File: src/rtl/serial_cmp_seq.sv
// Serial MSB-first magnitude comparator sequencer driving a shared one-bit
// combinational comparator cell; stops at the first differing bit position.
module serial_cmp_seq #(
    parameter int WIDTH = 8,
    localparam int CW = $clog2(WIDTH + 1)
) (
    input  logic             sys_clk,
    input  logic             sys_rst,
    input  logic             start,
    input  logic [WIDTH-1:0] op_a,
    input  logic [WIDTH-1:0] op_b,
    output logic             ready,
    output logic             busy,
    output logic             done,
    output logic             lt_n,
    output logic             eq_n,
    output logic             gt_n,
    output logic             err,
    output logic [CW-1:0]    bit_cnt,
    output logic             cmp_in1,
    output logic             cmp_in2,
    input  logic             cmp_lt_n,
    input  logic             cmp_eq_n,
    input  logic             cmp_gt_n,
    output logic [1:0]       dbg_state
);

    localparam int IW = (WIDTH > 1) ? $clog2(WIDTH) : 1;

    typedef enum logic [1:0] {
        IDLE = 2'd0,
        RUN  = 2'd1,
        DONE = 2'd2
    } state_t;

    state_t           state;
    logic [WIDTH-1:0] a_q;
    logic [WIDTH-1:0] b_q;
    logic [IW-1:0]    idx;

    // Handshake: a request transfers on a rising edge where start=1 and
    // ready=1; start at any other time is dropped, never queued. done pulses
    // for one cycle when the result registers become valid.
    always_ff @(posedge sys_clk or posedge sys_rst) begin
        if (sys_rst) begin
            state   <= IDLE;
            a_q     <= '0;
            b_q     <= '0;
            idx     <= IW'(WIDTH - 1);
            lt_n    <= 1'b1;
            eq_n    <= 1'b1;
            gt_n    <= 1'b1;
            err     <= 1'b0;
            bit_cnt <= '0;
        end else begin
            case (state)
                IDLE: begin
                    if (start) begin
                        a_q     <= op_a;
                        b_q     <= op_b;
                        idx     <= IW'(WIDTH - 1);
                        err     <= 1'b0;
                        bit_cnt <= '0;
                        state   <= RUN;
                    end
                end
                RUN: begin
                    bit_cnt <= bit_cnt + CW'(1);
                    case ({cmp_lt_n, cmp_eq_n, cmp_gt_n})
                        3'b011: begin
                            {lt_n, eq_n, gt_n} <= 3'b011;
                            state              <= DONE;
                        end
                        3'b101: begin
                            // Equal bit: move on, unless this was the LSB.
                            if (idx != '0) begin
                                idx <= idx - IW'(1);
                            end else begin
                                {lt_n, eq_n, gt_n} <= 3'b101;
                                state              <= DONE;
                            end
                        end
                        3'b110: begin
                            {lt_n, eq_n, gt_n} <= 3'b110;
                            state              <= DONE;
                        end
                        default: begin
                            {lt_n, eq_n, gt_n} <= 3'b111;
                            err                <= 1'b1;
                            state              <= DONE;
                        end
                    endcase
                end
                DONE: begin
                    state <= IDLE;
                end
                default: begin
                    state <= IDLE;
                end
            endcase
        end
    end

    assign ready     = (state == IDLE);
    assign busy      = (state == RUN);
    assign done      = (state == DONE);
    assign dbg_state = state;

    // Cell inputs decode only registered state, so they are stable all cycle.
    assign cmp_in1 = busy ? a_q[idx] : 1'b0;
    assign cmp_in2 = busy ? b_q[idx] : 1'b0;

endmodule
File: config.mk
export PLATFORM = sky130hd
export DESIGN_NAME = serial_cmp_seq
export DESIGN_NICKNAME = d
export VERILOG_FILES = /design/src/rtl/serial_cmp_seq.sv
export SDC_FILE = /design/constraint.sdc
export NUM_CORES = 1
export LEC_CHECK = 0
export CAP_MARGIN = 10
export CORE_ASPECT_RATIO = 0.8
export CORE_MARGIN = 1
export CORE_UTILIZATION = 30
export DETAILED_ROUTE_END_ITERATION = 16
export DONT_BUFFER_PORTS = 1
export HOLD_SLACK_MARGIN = 0.06
export PLACE_DENSITY = 0.43
export SLEW_MARGIN = 5
export SYNTH_ARGS = -nofsm -noshare
export SYNTH_HDL_FRONTEND = slang
export SYNTH_SLANG_ARGS = --single-unit
File: constraint.sdc
create_clock -name sys_clk -period 2.5 [get_ports sys_clk]
set_input_delay 0.625 -clock sys_clk [delete_from_list [all_inputs] [get_ports sys_clk]]
set_output_delay 0.625 -clock sys_clk [all_outputs]
set_load 0.05 [all_outputs]
# After elaboration in Yosys (flattened, before gate mapping)
# Cells that the tools add are included.
# classes
n_reduce_logical,10
div_mod_pow,0
magnitude_cmp,1
bitwise,0
n_shift,0
muxes,24
mul,0
eq_ne,11
addsub,2
# ops
operator,n
$mux W1,9
$mux W3,3
$pmux W4 S2,1
$reduce_and A2 Y1,4
$bmux W1 S3,2
$eq A3 B3 Y1 const B,2
$mux W2,3
$ne A2 B2 Y1 const B,3
$pmux W1 S2,3
$pmux W3 S2,1
$add A4 B1 Y4 const B,1
$lt A3 B4 Y1 const B,1
$mux W4,1
$ne A2 B1 Y1 const B,2
$pmux W2 S2,1
$reduce_and A4 Y1,1
$eq A3 B2 Y1 const B,1
$ne A3 B3 Y1 const B,1
$reduce_and A3 Y1,1
$reduce_bool A3 Y1,1
$reduce_or A3 Y1,1
$sub A3 B1 Y3 const B,1
$eq A2 B1 Y1 const B,1
$eq A2 B2 Y1 const B,1
2 further kinds,2
# totals
ramBits,0
elab_cells,57
memories,0
reg_bits,29
out_inout_bits,15
latchBits,0
in_bits,22
romBits,0

# Depth between registers and ports, before layout
# Gate-level depths: netlist (run 1).
# logic_depth
word_depth,4
mapped_depth,6
depth_no_buf,5

# Worst setup path before layout (run 1)
# Ideal clock, no wire load.
# synth_timing
path_kind,register to output
startpoint,reg state[1] (netlist: dbg_state[1])
endpoint,out cmp_in1
t_required_ns,1.875
path_slack_ns,-0.669
arrival_ns,2.544
stages_incl_launch_ff,4
path_cell_list,dfrtp_1 -> nand2b_1 -> buf_6 -> nor4_1
# synth_via
elab_chain_len,2
# synth_lines
item,line,text
from (decl),36,state_t state;
from (signal assigned),46,state <= IDLE;
from (signal assigned),64,state <= RUN;
from (signal assigned),72,state <= DONE;
$eq A2 B1 Y1,105,assign busy = (state == RUN);
$mux W1,110,assign cmp_in1 = busy ? a_q[idx] : 1'b0;
to (decl),20,"output logic cmp_in1,"
# Every way passes these cells.

# Worst setup path in the final report (run 1)
# layout_timing
startpoint,reg idx[0]
endpoint,out cmp_in2
# layout_via
elab_chain_len,3
# layout_lines
item,line,text
from (decl),39,logic [IW-1:0] idx;
from (signal assigned),49,idx <= IW'(WIDTH - 1);
from (signal assigned),61,idx <= IW'(WIDTH - 1);
from (signal assigned),77,idx <= idx - IW'(1);
$bmux W1 S3,111,assign cmp_in2 = busy ? b_q[idx] : 1'b0;
$mux W1 (implied by the code),111,
$mux W1,111,
to (decl),21,"output logic cmp_in2,"
# Every way passes these cells. The select of a mux whose other input is x is not followed.

==> results of run 1 <==
==> cell type report <==
class                      count  area, um2  area share
tap                           60      75.07     0.04633
multi-input combinational    103      640.6      0.3954
clock inverter                 2      10.01    0.006178
clock buffer                   6      72.57     0.04479
timing repair buffer           9      67.56     0.04170
sequential                    29      733.2      0.4525
inverter                       5      21.27     0.01313
==> per-stage QoR <==
step	std cells	TNS [ns]	power, mW	area [um2]
after floorplan	143	-0.1862	1.146	1435
after global placement	206	0	1.241	1540
after detailed placement	206	0	1.244	1540
after CTS	214	0	1.620	1623
after global routing	214	0	1.720	1620
final	214	0	1.600	1620
==> timing repair <==
| item | 4_1_cts | 5_1_grt |
|---|---|---|
| resized for setup | 0 | 5 |
| hold endpoints to repair | 0 | 0 |
| buffers inserted | 0 | 0 |
| endpoints found under the setup margin | 0 | 2 |
==> final timing paths <==
| check | end |
|---|---|
| worst max register to register | a_q[2]$_DFFE_PP0P_ |
| worst min-delay path | b_q[5]$_DFFE_PP0P_ |
| min in group sys_clk | a_q[5]$_DFFE_PP0P_ |
| worst min register to register | a_q[0]$_DFFE_PP0P_ |
| worst max-delay path | cmp_in2 |
| max in group asynchronous | eq_n$_DFFE_PP1P_ |
==> layer usage <==
| metal | share of wire | vias to the layer above | GRT usage |
|---|---|---|---|
| met5 | 0 | - | 0 |
| met4 | 0.019 | 0 | 0.05455 |
| met3 | 0.054 | 8 | 0.04928 |
| met2 | 0.44 | 26 | 0.2134 |
| met1 | 0.49 | 465 | 0.1565 |
| li1 | - | 498 | - |
==> Yosys cell counts, types with 2 or more instances <==
| cell | number | share of area |
|---|---|---|
| nand2_1 | 52 | 0.14 |
| dfrtp_1 | 23 | 0.40 |
| nor2b_1 | 7 | 0.031 |
| dfstp_2 | 6 | 0.11 |
| buf_2 | 4 | 0.014 |
| inv_1 | 4 | 0.011 |
| ha_1 | 3 | 0.026 |
| nand3_1 | 3 | 0.011 |
| nor2_1 | 3 | 0.0079 |
| a2111oi_0 | 2 | 0.012 |
| a211oi_1 | 2 | 0.011 |
| buf_6 | 2 | 0.016 |
| mux2i_1 | 2 | 0.014 |
| mux4_1 | 2 | 0.037 |
| nand2b_1 | 2 | 0.0088 |
| nand3b_1 | 2 | 0.011 |
| nor4_1 | 2 | 0.0088 |
| o21ai_0 | 2 | 0.0070 |
==> sequential cells by signal, summed over array words and instances, names as in the netlist <==
signal / cells
a_q: 8
lt_n: 1
err: 1
eq_n: 1
idx: 3
dbg_state: 2
gt_n: 1
bit_cnt: 4
b_q: 8
==> worst max-delay path, delay by kind of cell (launching register included) <==
kind,cells,cell delay (ns)
DFF,1,0.57
muxes,1,0.51
buffers and inverters,1,0.21
and+or+nand+nor,2,0.21
==> power breakdown <==
part           leakage [nW]  switching, mW  internal [mW]  total [mW]
Clock                0.0450          0.171          0.192       0.364
Combinational         0.376          0.247          0.151       0.398
Sequential            0.352          0.227          0.611       0.839
==> cells by family after synthesis <==
| family | after synthesis | synth area share |
|---|---|---|
| AND/OR/NAND/NOR | 80 | 0.2683 |
| flip-flops | 29 | 0.5154 |
| AO/OA/AOI/OAI | 14 | 0.08004 |
| buffers and inverters | 11 | 0.04485 |
| multiplexers | 5 | 0.05893 |
| adder cells (fa/ha/maj) | 3 | 0.02639 |
| XOR/XNOR | 1 | 0.006158 |
==> impl_metrics.ini, run 1 <==
[worst_setup_path]
crit_slowest_cell = dfstp_2
critPathMaxStageDelay_ns = 0.57
worstSetupPathType = reg2out
crit_chain = mux4_2, nor2b_1, nor4_2, buf_4
reg2reg_slack_ns = 0.82
cp-start-kind = register
required_ns = 1.88
cp.arrival_ns = 1.78
reg2reg_from = dbg_state[1]$_DFFE_PP0P_
cp-startpoint = idx[0]$_DFFE_PP1P_
endpoint_kind = output port
ff2ff_path_depth = 5
crit_fanout = 3

[timing]
period_minus_slack_ns = 2.404
maxSlewViolCount = 0
period_share = 0.9616
finalHoldViolCount = 0
holdWs_ns = 0.3060
setup_viol_count_final = 0
maxSlewHeadroom = 0.5144
finalWorstSetupSlack_ns = 0.09596
finalClockSkew_ns = 0.004289
fmax_mhz = 416.0
rsz0062_at_grt = no
worst_pin_slew_ns = 0.7252

[routing]
avgViaCountPerCell = 4.659
postRouteAntennaNets = 0
dr.pass1.iters = 4
drt_wl_total_um = 2950
drc_errors = 0
vias = 997
wl_per_cell_um = 13.79
drtIter0Drc = 21

[placed_design]
pre_cts_ws_ns = 0.3252
port_buffers = 0
routabilityCongestion = 0.6999
hpwl_um = 2103

[die]
coreArea_um2 = 4569
start_util = 0.3113
die_x_um = 78.99
rows = 22
io_pins = 37
die_h_um = 63.59
die_area_um2 = 5023

[outcome]
status = finished clean

[run]
cap_violations = 0

[cts]
cts_buffers = 5
clk_pin_slew_ns = 0.06
cts_htree_levels = 2
hold_buffers = 0
root_buffer = clkbuf_8
worstSkewPairLatency_ns = 0.28
cts_tree = yes
clock_path_buffers = 2
cts.sinks = 29

[final_layout]
nFillCells = 479
drive_gt1_frac = 0.2273
final_util = 0.3546
final_cell_mix = nand2_1 (52), dfrtp_1 (23), buf_4 (9), nor2b_1 (6), dfstp_2 (6)
diodes = 0
nets = 178
final_common_cell = nand2_1
syn2layout_area_growth_pct = 13.90

[yosys]
yosys_warnings = 0
yosys_register_bits = 29
syn_area_per_cell_um2 = 9.948
synth_cell_types = 38
ys_seq_area_frac = 0.5154
synth_edf_count = 0
async_flop_share = 1.000
syn_inst = 143
synth_area_um2 = 1423
synth_fp_nets = 168
ys.flop_type = dfrtp_1

[global_routing]
antenna_found_initial = 0
grt_overflow = 0
grt_usage = 0.1318
grt_pass1_wl_um = 5002
grt_max_degree = 30
grt_pass1_vias = 1102

[worst_hold_path]
hold_path.class = in2async

[power_and_ir_drop]
peakVddDrop_v = 0.0002478
p_leak_nw = 0.7727
p_per_area_nw_per_um2 = 987.5
Power figures use the tool's default switching activity.
==> inputs of run 2 (changes only) <==
PLACE_DENSITY = 0.55   (was 0.43)
==> run 2 against run 1 <==
Against the previous run:
- final cell count is 0.47% higher
- largest cell class unchanged
- global-route usage rose by 0.22 points
- routed wire length down 1.8%
==> impl_metrics.ini, run 2 (synthesis results as in run 1) <==
[outcome]
status = finished clean

[worst_setup_path]
crit_slowest_cell = mux4_1
crit_chain = mux4_1, nor2b_1, nor4_2, buf_4
required_ns = 1.88
cp-start-kind = register
cp.arrival_ns = 1.81
crit_fanout = 3
critPathMaxStageDelay_ns = 0.56
worstSetupPathType = reg2out
endpoint_kind = output port

[final_layout]
final_common_cell = nand2_1
drive_gt1_frac = 0.2194
final_cell_mix = nand2_1 (52), dfrtp_1 (23), buf_4 (10), nor2b_1 (6), dfstp_2 (6)
instances_no_fill = 215
fin_area_um2 = 1634
syn2layout_area_growth_pct = 14.86
diodes = 0
multi_input_area_um2 = 646.9
seq_area_um2 = 733.2
nFillCells = 490
reg_top3 = a_q (8), b_q (8), bit_cnt (4)
nets = 179

[worst_hold_path]
hold_path.class = in2async

[power_and_ir_drop]
p_leak_nw = 0.7891
total_power_mw = 1.597
p_per_area_nw_per_um2 = 977.5
peakVddDrop_v = 0.0003969

[global_routing]
antenna_found_initial = 0
grt_usage = 0.1340
grt_pass1_vias = 1086
grt_overflow = 0
grt_pass1_wl_um = 5106
grt_max_degree = 30

[timing]
setup_viol_count_final = 0
worst_pin_slew_ns = 0.5573
maxSlewViolCount = 0
fmax_mhz = 411.0
finalHoldViolCount = 0
period_share = 0.9733
finalClockSkew_ns = 0.005719
period_minus_slack_ns = 2.433
holdWs_ns = 0.3090
rsz0062_at_grt = yes
maxSlewHeadroom = 0.6284

[die]
start_util = 0.3113
io_pins = 37
die_h_um = 63.59
die_area_um2 = 5023
die_x_um = 78.99
coreArea_um2 = 4569
rows = 22

[cts]
cts_tree = yes
cts.sinks = 29
root_buffer = clkbuf_8
clock_path_buffers = 2
worstSkewPairLatency_ns = 0.27
clk_pin_slew_ns = 0.06
cts_buffers = 5
cts_htree_levels = 2

[placed_design]
hpwl_um = 2094
routabilityCongestion = 0.7518
dpl_cell_area_um2 = 1548
port_buffers = 0
dp_cells = 207

[routing]
postRouteAntennaNets = 0
dr.pass1.iters = 3
drtIter0Drc = 29
drc_errors = 0
wl_per_cell_um = 13.47
avgViaCountPerCell = 4.749
drt_wl_total_um = 2897
vias = 1021

[run]
cap_violations = 0
-- run 2: changes by cell type in the layout (fill, tap and decap cells not counted) --
cell and change:
mux4_1 +2, mux4_2 -2, a2111oi_0 +1, a2111oi_1 -1, buf_4 +1
-- run 2: layout make-up --
type | instances | share of cell area
clock buffers | 6 | 0.04441
clock inverters | 2 | 0.006126
inverters | 5 | 0.01302
multi-input cells | 103 | 0.3959
flip-flops and latches | 29 | 0.4487
well taps | 60 | 0.04594
repair buffers | 10 | 0.04594
-- run 2: power by group --
group	switching [mW]	internal [mW]	total, mW	leakage, nW
Clock	0.166	0.192	0.358	0.0450
Combinational	0.250	0.154	0.404	0.392
Sequential	0.224	0.611	0.835	0.352
Total	0.640	0.957	1.60	0.789
-- run 2: timing repair --
item                                    CTS  global route
buffers inserted                          0             0
hold buffers                              0             0
hold endpoints to repair                  0             0
endpoints found under the setup margin    0             2
gates resized for setup                   0             2
-- run 2: routing by layer --
metal	up-vias	GRT usage	share of wire
met4	0	0.03409	0.0014
met1	494	0.1656	0.48
met2	23	0.2112	0.47
li1	502	-	-
met5	-	0	0
met3	2	0.06087	0.051
-- run 2: final timing paths --
kind                                     from  slack [ns]                        to  cells after the start
setup reg to reg           idx[0]$_DFFE_PP1P_        0.88        idx[1]$_DFFE_PP1P_                      6
max in group asynchronous             sys_rst        1.88          lt_n$_DFFE_PP1P_                      2
setup / recovery           idx[0]$_DFFE_PP1P_        0.07                   cmp_in1                      4
hold reg to reg            a_q[7]$_DFFE_PP0P_        0.47        a_q[7]$_DFFE_PP0P_                      2
min in group sys_clk                  op_b[7]        0.45        b_q[7]$_DFFE_PP0P_                      2
hold / removal                        sys_rst        0.31  dbg_state[1]$_DFFE_PP0P_                      2
-- run 2: metrics by stage --
step	worst slack, ns	setup TNS [ns]	util
finish	0.06667	0	0.3576
global route	-0.01801	-0.02526	0.3576
CTS	0.04434	0	0.3568
detailed placement	0.3559	0	0.3387
global placement	0.3742	0	0.3387
floorplan	-0.09309	-0.1862	-
-- run 2: critical path: cells and delay by family (launching register included) --
kind          cells  cell delay (ns)
buf+inv           1             0.21
simple gates      2             0.22
flops             1             0.55
mux               1             0.56
